===== src/rtl/wb_pkg.sv =====
// Shared widths and arbiter state encoding for the writeback arbiter.
package wb_pkg;

  localparam int AW     = 5;
  localparam int DW     = 32;
  localparam int PEND_W = 32;

  typedef enum logic {
    PRI_A = 1'b0,
    PRI_B = 1'b1
  } arb_state_e;

  // Which requester filled the output stage; used for same-address ordering.
  typedef enum logic [1:0] {
    SRC_NONE = 2'd0,
    SRC_A    = 2'd1,
    SRC_B    = 2'd2
  } wb_src_e;

endpackage


===== src/rtl/rr_arb2.sv =====
// Two-way round-robin grant logic: priority register plus combinational grant decode.
//
// state | meaning
// PRI_A | requester A wins when both request
// PRI_B | requester B wins when both request
module rr_arb2 (
  input  logic clk_i,
  input  logic rst_n_i,
  input  logic req_a_i,
  input  logic req_b_i,
  input  logic hold_i,
  output logic gnt_a_o,
  output logic gnt_b_o
);
  import wb_pkg::*;

  arb_state_e state_q, state_d;
  logic       allow;

  // Grants are gated by reset so nothing is accepted while the block is held in reset.
  assign allow   = rst_n_i && !hold_i;
  assign gnt_a_o = allow && req_a_i && ((state_q == PRI_A) || !req_b_i);
  assign gnt_b_o = allow && req_b_i && ((state_q == PRI_B) || !req_a_i);

  always_comb begin
    state_d = state_q;
    if (gnt_a_o) begin
      state_d = PRI_B;
    end else if (gnt_b_o) begin
      state_d = PRI_A;
    end
  end

  always_ff @(posedge clk_i or negedge rst_n_i) begin
    if (!rst_n_i) begin
      state_q <= PRI_A;
    end else begin
      state_q <= state_d;
    end
  end

endmodule


===== src/rtl/wb_arbiter.sv =====
// Writeback arbiter: two requesters share one registered register-file write port.
// Optional macro WB_PEND_EN adds the Pend mask and same-address reordering protection.
module wb_arbiter #(
  parameter int DW = wb_pkg::DW,
  parameter int AW = wb_pkg::AW
) (
  input  logic          Clk,
  input  logic          Clrn,
  input  logic          ReqA,
  input  logic [AW-1:0] AddrA,
  input  logic [DW-1:0] DataA,
  output logic          AckA,
  input  logic          ReqB,
  input  logic [AW-1:0] AddrB,
  input  logic [DW-1:0] DataB,
  output logic          AckB,
  input  logic          Hold,
  output logic [AW-1:0] Wr,
  output logic [DW-1:0] D,
  output logic          We
`ifdef WB_PEND_EN
  ,
  output logic [31:0]   Pend
`endif
);
  import wb_pkg::*;

  logic          req_a_eff, req_b_eff;
  logic          gnt_a, gnt_b;
  logic [AW-1:0] wr_q, wr_d;
  logic [DW-1:0] d_q, d_d;
  logic          we_q, we_d;

`ifdef WB_PEND_EN
  wb_src_e src_q, src_d;

  // Hold off a requester whose address is being written by the other one right now.
  assign req_a_eff = ReqA && !(we_q && (AddrA == wr_q) && (src_q == SRC_B));
  assign req_b_eff = ReqB && !(we_q && (AddrB == wr_q) && (src_q == SRC_A));
  assign Pend      = we_q ? (32'd1 << wr_q) : 32'd0;
`else
  assign req_a_eff = ReqA;
  assign req_b_eff = ReqB;
`endif

  rr_arb2 u_rr_arb2 (
    .clk_i   (Clk),
    .rst_n_i (Clrn),
    .req_a_i (req_a_eff),
    .req_b_i (req_b_eff),
    .hold_i  (Hold),
    .gnt_a_o (gnt_a),
    .gnt_b_o (gnt_b)
  );

  assign AckA = gnt_a;
  assign AckB = gnt_b;

  // r0 is hardwired; a grant to it still completes the handshake but never writes.
  always_comb begin
    wr_d = wr_q;
    d_d  = d_q;
    we_d = 1'b0;
`ifdef WB_PEND_EN
    src_d = SRC_NONE;
`endif
    if (gnt_a) begin
      wr_d = AddrA;
      d_d  = DataA;
      we_d = (AddrA != '0);
`ifdef WB_PEND_EN
      src_d = SRC_A;
`endif
    end else if (gnt_b) begin
      wr_d = AddrB;
      d_d  = DataB;
      we_d = (AddrB != '0);
`ifdef WB_PEND_EN
      src_d = SRC_B;
`endif
    end
  end

  always_ff @(posedge Clk or negedge Clrn) begin
    if (!Clrn) begin
      wr_q <= '0;
      d_q  <= '0;
      we_q <= 1'b0;
`ifdef WB_PEND_EN
      src_q <= SRC_NONE;
`endif
    end else begin
      wr_q <= wr_d;
      d_q  <= d_d;
      we_q <= we_d;
`ifdef WB_PEND_EN
      src_q <= src_d;
`endif
    end
  end

  assign Wr = wr_q;
  assign D  = d_q;
  assign We = we_q;

endmodule


===== config.mk =====
export PLATFORM = sky130hd
export DESIGN_NAME = wb_arbiter
export DESIGN_NICKNAME = d
export VERILOG_FILES = /design/src/rtl/wb_pkg.sv /design/src/rtl/rr_arb2.sv /design/src/rtl/wb_arbiter.sv
export SDC_FILE = /design/constraint.sdc
export NUM_CORES = 1
export LEC_CHECK = 0
export BUFFER_PORTS_ARGS = -buffer_cell sky130_fd_sc_hd__buf_2
export CAP_MARGIN = 20
export CORE_ASPECT_RATIO = 1.1
export CORE_MARGIN = 3
export CORE_UTILIZATION = 35
export DETAILED_ROUTE_END_ITERATION = 10
export PLACE_DENSITY_LB_ADDON = 0.12
export SLEW_MARGIN = 20
export SYNTH_ARGS = -nofsm -noshare
export SYNTH_HDL_FRONTEND = slang
export SYNTH_HIERARCHICAL = 1
export SYNTH_SLANG_ARGS = --single-unit

===== constraint.sdc =====
create_clock -name Clk -period 1.2 [get_ports Clk]
set_input_delay 0.3 -clock Clk [delete_from_list [all_inputs] [get_ports Clk]]
set_output_delay 0.3 -clock Clk [all_outputs]
set_load 0.01 [all_outputs]

==> results.cfg, run 1 <==
[synth]
ys_ff_latch = 39
syn_area_um2 = 1820
async_flop_share_pct = 100
post-synth-top-count-cell = o21ai_1
avgSynthCellArea_um2 = 10.4
syn_inst = 174
synth_fp_nets = 253
seq_area_frac_synth_pct = 53.7
synthDominantCellAreaShare_pct = 53.7
yosysWarnings = 6
synth_top_area_cell = dfrtp_1
synth_edf_count = 0
synthDistinctLibCells = 14
synthTopCellsByArea = dfrtp_1 (54%), mux2i_1 (20%), o21ai_1 (11%), nand2_1 (7.6%), buf_6 (1.2%)
synthFlopType = dfrtp_1
synthTopCellsByCount = o21ai_1 (40), dfrtp_1 (39), mux2i_1 (37), nand2_1 (37), buf_2 (4)

[setup_path]
start_kind = flip-flop
reg2regPathDepth = 6
critPathLaunch = u_rr_arb2/state_q
required_ps = 900
worstSetupPathType = reg2out
cp-end-kind = output port
critical_path.max_fanout = 2
r2r_setup_slack_ps = -150
reg2reg_to = D[22]
cp.arrival_ps = 1070
setup.worst_path.end = AckA
r2r-start = u_rr_arb2/state_q

[final_layout]
multiInputGateArea_um2 = 798
regArea_um2 = 976
final_net_count = 386
antenna_cells_inserted = 0
n_fill_cell = 428
area_growth_pct = 53.1
post-route-util_pct = 57.8
final_layout_size_suffix_gt1_share_pct = 49.4

[sta]
relSlewSlack_pct = 66.3
layout_setup_ws_ps = -169
slew_violations = 0
clock.fmax_ghz = 0.730
period_share_pct = 114
final-setup-viol-count = 40
rsz0062_at_grt = true
tightest_slew_ps = 506
hold_viol = 0
fin_skew_ps = 1.07
min_period_ps = 1370

[placement]
port_buffers = 118
gp_congestion = 0.735
dp_hpwl_mm = 3.58

[power_and_ir_drop]
p_sw_share_pct = 32.0
finalPower_mw = 3.93
switchingPower_mw = 1.26
power_frac_clock_pct = 21.7
p_per_area_nw_per_um2 = 1410
p_comb_share_pct = 31.9
p_int_mw = 2.67
leakage_nw = 1.34
vdd_drop_max_mv = 0.635
p_seq_share_pct = 46.4

[outcome]
status = complete, but fails checks
violations = negative setup slack

[floorplanning]
fp.dieH_um = 81.6
design.portCount = 119
core_um2 = 4810
start_util_pct = 37.7
dieArea_um2 = 6090
rows = 26
die_w_um = 74.7

[clocking]
holdBufCountCts = 0
cts_tree = built
root_buffer = clkbuf_8
clkTransAtPathRegs_ps = 70
numCtsBuffers = 5
insertion_delay_ps = 290
cts.sinks = 39
htreeDepth = 2
clockBufferDepth = 2

[global_route]
grt_pass1_vias = 1780
grt.total_usage_pct = 16.4
grt_max_degree = 41
gr-total-overflow = 0
grt_pass1_wl_mm = 7.70
antenna_found_initial = 0

[drt]
postRouteAntennaNets = 0
first_iter_violations = 82
wl_per_cell_um = 13.6
via_per_inst = 4.76
vias = 1733
first_pass_iters = 4
drc_errors = 0
routed_wl_mm = 4.96

[hold_path]
hp-class = in2async

[flow_run]
cap_violations = 0
[state kept, by name, indices dropped and copies added (netlist names)]
register	flops
u_rr_arb2/state_q	1
Wr	5
We	1
D	32
[power groups by stage]
stage	Sequential, mW	Clock (mW)	Combinational, mW
4_1_cts	1.82	0.886	1.23
3_5_place_dp	1.83	0	1.22
5_1_grt	1.87	0.950	1.39
2_1_floorplan	2.00	0	0.435
3_3_place_gp	1.83	0	1.20
6_report	1.82	0.853	1.25
[worst min path at each step]
stage,start,endpoint,slack [ps],cells past startpoint
5_1_grt,Clrn,D[12],150,2
2_1_floorplan,Clrn,D[0],4,0
4_1_cts,Clrn,D[8],120,2
3_5_place_dp,Clrn,D[12],450,2
3_3_place_gp,Clrn,D[8],440,2
6_report,Clrn,D[12],100,2
[cells in the final DEF (no fill, tap or decap), types with 3 or more instances in the layout]
cell	Yosys	routed
buf_6	2	5
nand2_1	37	37
clkbuf_16	0	3
dfrtp_1	39	39
buf_4	2	11
clkbuf_8	0	5
o21ai_1	40	39
mux2i_1	37	35
clkinv_2	0	3
buf_2	4	116
[cells by family (layout without fill, tap and decap cells)]
family                 after synthesis  in the layout  share of synthesized area [%]
AO/OA/AOI/OAI                       43             43                           11.8
buffers and inverters               13            147                           4.20
flip-flops                          39             39                           53.7
multiplexers                        37             37                           20.4
AND/OR/NAND/NOR                     42             42                           9.85
[metrics by stage]
step | TNS [ps] | hold slack [ps] | cells | setup WS, ps | instance area, µm²
CTS | -4410 | 125 | 361 | -205 | 2680
finish | -4400 | 101 | 364 | -169 | 2780
global placement | -8380 | 443 | 350 | -230 | 2560
global route | -8270 | 154 | 364 | -241 | 2780
detailed placement | -10110 | 447 | 350 | -292 | 2560
floorplan | -4440 | 4.41 | 174 | -163 | 1860
[per-layer routing]
metal | wire length (µm) | up-vias | share of wire, % | GRT usage, %
met1 | 2020 | 786 | 41 | 17.6
met3 | 409 | 8 | 8.3 | 5.26
met2 | 2450 | 69 | 49 | 30.1
li1 | - | 870 | - | -
met5 | 0 | - | 0 | 0
met4 | 74 | 0 | 1.5 | 5.34
[final cells by class]
class,count,share of cell area [%]
well taps,56,2.52
clock buffers,5,2.47
multi-input cells,122,28.7
inverters,1,0.135
clock inverters,3,0.540
repair buffers,138,30.5
flip-flops and latches,39,35.1
[repair_timing]
item,4_1_cts,5_1_grt
gates resized for setup,4,7
setup endpoints to repair,39,40
pin swaps,2,6
endpoints found under the hold margin,0,0
gates cloned,0,3
setup buffers,3,0
[worst max-delay path, cell delays in order (launching register included)]
cell	delay, ps
dfrtp_1	400
buf_6	130
a21oi_4	130
buf_6	120
Power figures use the tool's default switching activity.
==> inputs of run 2 (changes only) <==
- PLACE_DENSITY: default -> 0.71
- PLACE_DENSITY_LB_ADDON: 0.12 -> default
- RECOVER_POWER: default -> 25
- SKIP_LAST_GASP: default -> 1
==> run 2 against run 1 <==
The run still ends with negative setup slack left. Hold slack better by 120 ps. Combinational power about the same. Clock skew up 5.2 ps. Total power grew 0.26%. Setup slack improved by 13 ps. Non-clock buffer count shrank 3. Critical path type unchanged.
==> results.cfg, run 2 (synthesis results as in run 1) <==
[final_layout]
largest_reg_flops = 32
regArea_um2 = 976
multiInputGateArea_um2 = 798
final_net_count = 383
final_layout_size_suffix_gt1_share_pct = 47.5
final_common_cell = buf_2
area_growth_pct = 53.8
antenna_cells_inserted = 0
n_fill_cell = 431
most-common-layout-cells = buf_2 (118), o21ai_1 (40), dfrtp_1 (39), nand2_1 (37), mux2i_1 (34)

[global_route]
antenna_found_initial = 0
grt_max_degree = 42
grt_pass1_wl_mm = 7.44
grt_pass1_vias = 1662
gr-total-overflow = 0
grt.total_usage_pct = 15.8

[sta]
tightest_slew_ps = 895
clock.fmax_ghz = 0.737
slew_violations = 0
final-setup-viol-count = 40
period_share_pct = 113
layout_setup_ws_ps = -156
rsz0062_at_grt = true
hold_viol = 0
relSlewSlack_pct = 40.3
min_period_ps = 1360
fin_skew_ps = 6.29
setup_tns_ps = -3880

[drt]
first_pass_iters = 4
vias = 1719
drc_errors = 0
first_iter_violations = 50
via_per_inst = 4.76
wl_per_cell_um = 14.1
postRouteAntennaNets = 0
routed_wl_mm = 5.08

[floorplanning]
design.portCount = 119
dieArea_um2 = 6090
rows = 26
fp.dieH_um = 81.6
die_w_um = 74.7
core_um2 = 4810
start_util_pct = 37.7

[setup_path]
cp-end-kind = output port
cpPeakStageDelay_ps = 360
cp_slowest_cell = dfrtp_1
cpLargestDelayFamily = flip-flops
critical_path.max_fanout = 2
start_kind = flip-flop
required_ps = 900
cp_cell_sequence = inv_1 -> a21oi_4 -> buf_2
cp.arrival_ps = 1060
worstSetupPathType = reg2out
path_buf_inv = 2

[clocking]
root_buffer = clkbuf_8
clkTransAtPathRegs_ps = 70
htreeDepth = 2
cts_tree = built
numCtsBuffers = 5
cts.sinks = 39
insertion_delay_ps = 280
clockBufferDepth = 2

[power_and_ir_drop]
finalPower_mw = 3.94
p_per_area_nw_per_um2 = 1410
leakage_nw = 1.33
vdd_drop_max_mv = 0.627

[flow_run]
cap_violations = 0

[outcome]
status = complete, but fails checks
violations = negative setup slack

[placement]
gp_congestion = 0.756
port_buffers = 118
dp_hpwl_mm = 3.64

[hold_path]
hp-class = in2reg
[run 2: cell count changes in the layout (fill, tap and decap cells not counted), moves of 2 or more]
cell	before	now
buf_16	0	2
clkbuf_1	0	2
buf_6	5	1
clkinv_2	3	1
buf_4	11	5
buf_2	116	118
buf_12	2	4
[run 2: layout make-up]
cell class | instances | share of cell area [%]
clock buffer | 7 | 2.73
clock inverter | 1 | 0.179
sequential | 39 | 34.9
multi-input combinational | 122 | 28.6
inverter | 1 | 0.134
tap | 56 | 2.51
timing repair buffer | 135 | 30.9
[run 2: worst register-to-register path, cell delays in order, from the launching register on]
cell       delay [ps]
dfrtp_1           360
inv_1              90
a21oi_4           160
buf_12            170
clkbuf_16         170
mux2i_1           200
o21ai_1            80
[run 2: repair_timing]
action,in CTS,in global routing
gates resized for setup,3,3
endpoints found under the hold margin,3,0
hold buffers,1,0
endpoints found under the setup margin,40,40
buffers inserted,2,0
pin swaps,2,2
cloned,1,3
[run 2: final timing paths]
check / endpoint / from / depth (start not counted) / slack, ps
max in group asynchronous: D[3] / Clrn / 2 / 330
max reg2reg: D[27] / u_rr_arb2/state_q / 6 / -130
max: AckB / u_rr_arb2/state_q / 3 / -160
min: D[28] / DataA[28] / 3 / 220
min in group asynchronous: Wr[4] / Clrn / 2 / 310
min reg2reg: D[12] / D[12] / 2 / 550
[run 2: per-layer routing]
layer | vias to the layer above | GRT usage, % | share of wire, %
met5 | - | 0 | 0
met1 | 781 | 19.1 | 40
met3 | 7 | 3.30 | 7.9
met4 | 0 | 5.52 | 1.2
li1 | 861 | - | -
met2 | 70 | 27.7 | 51
[run 2: through the flow]
step	instance area (µm²)	hold slack (ps)	utilization, %	cells	setup WS (ps)
2_1_floorplan	1860	4.41	-	174	-163
3_3_place_gp	2550	291	53.0	346	-252
3_5_place_dp	2550	283	53.0	346	-292
4_1_cts	2710	163	56.3	358	-193
5_1_grt	2790	226	58.0	361	-203
6_report	2790	223	58.0	361	-156
[run 2: where the power goes]
| part | switching, mW | internal, mW | total [mW] |
|---|---|---|---|
| sequential | 0.181 | 1.65 | 1.83 |
| clock | 0.430 | 0.408 | 0.838 |
| combinational | 0.638 | 0.635 | 1.27 |
| total | 1.25 | 2.69 | 3.94 |
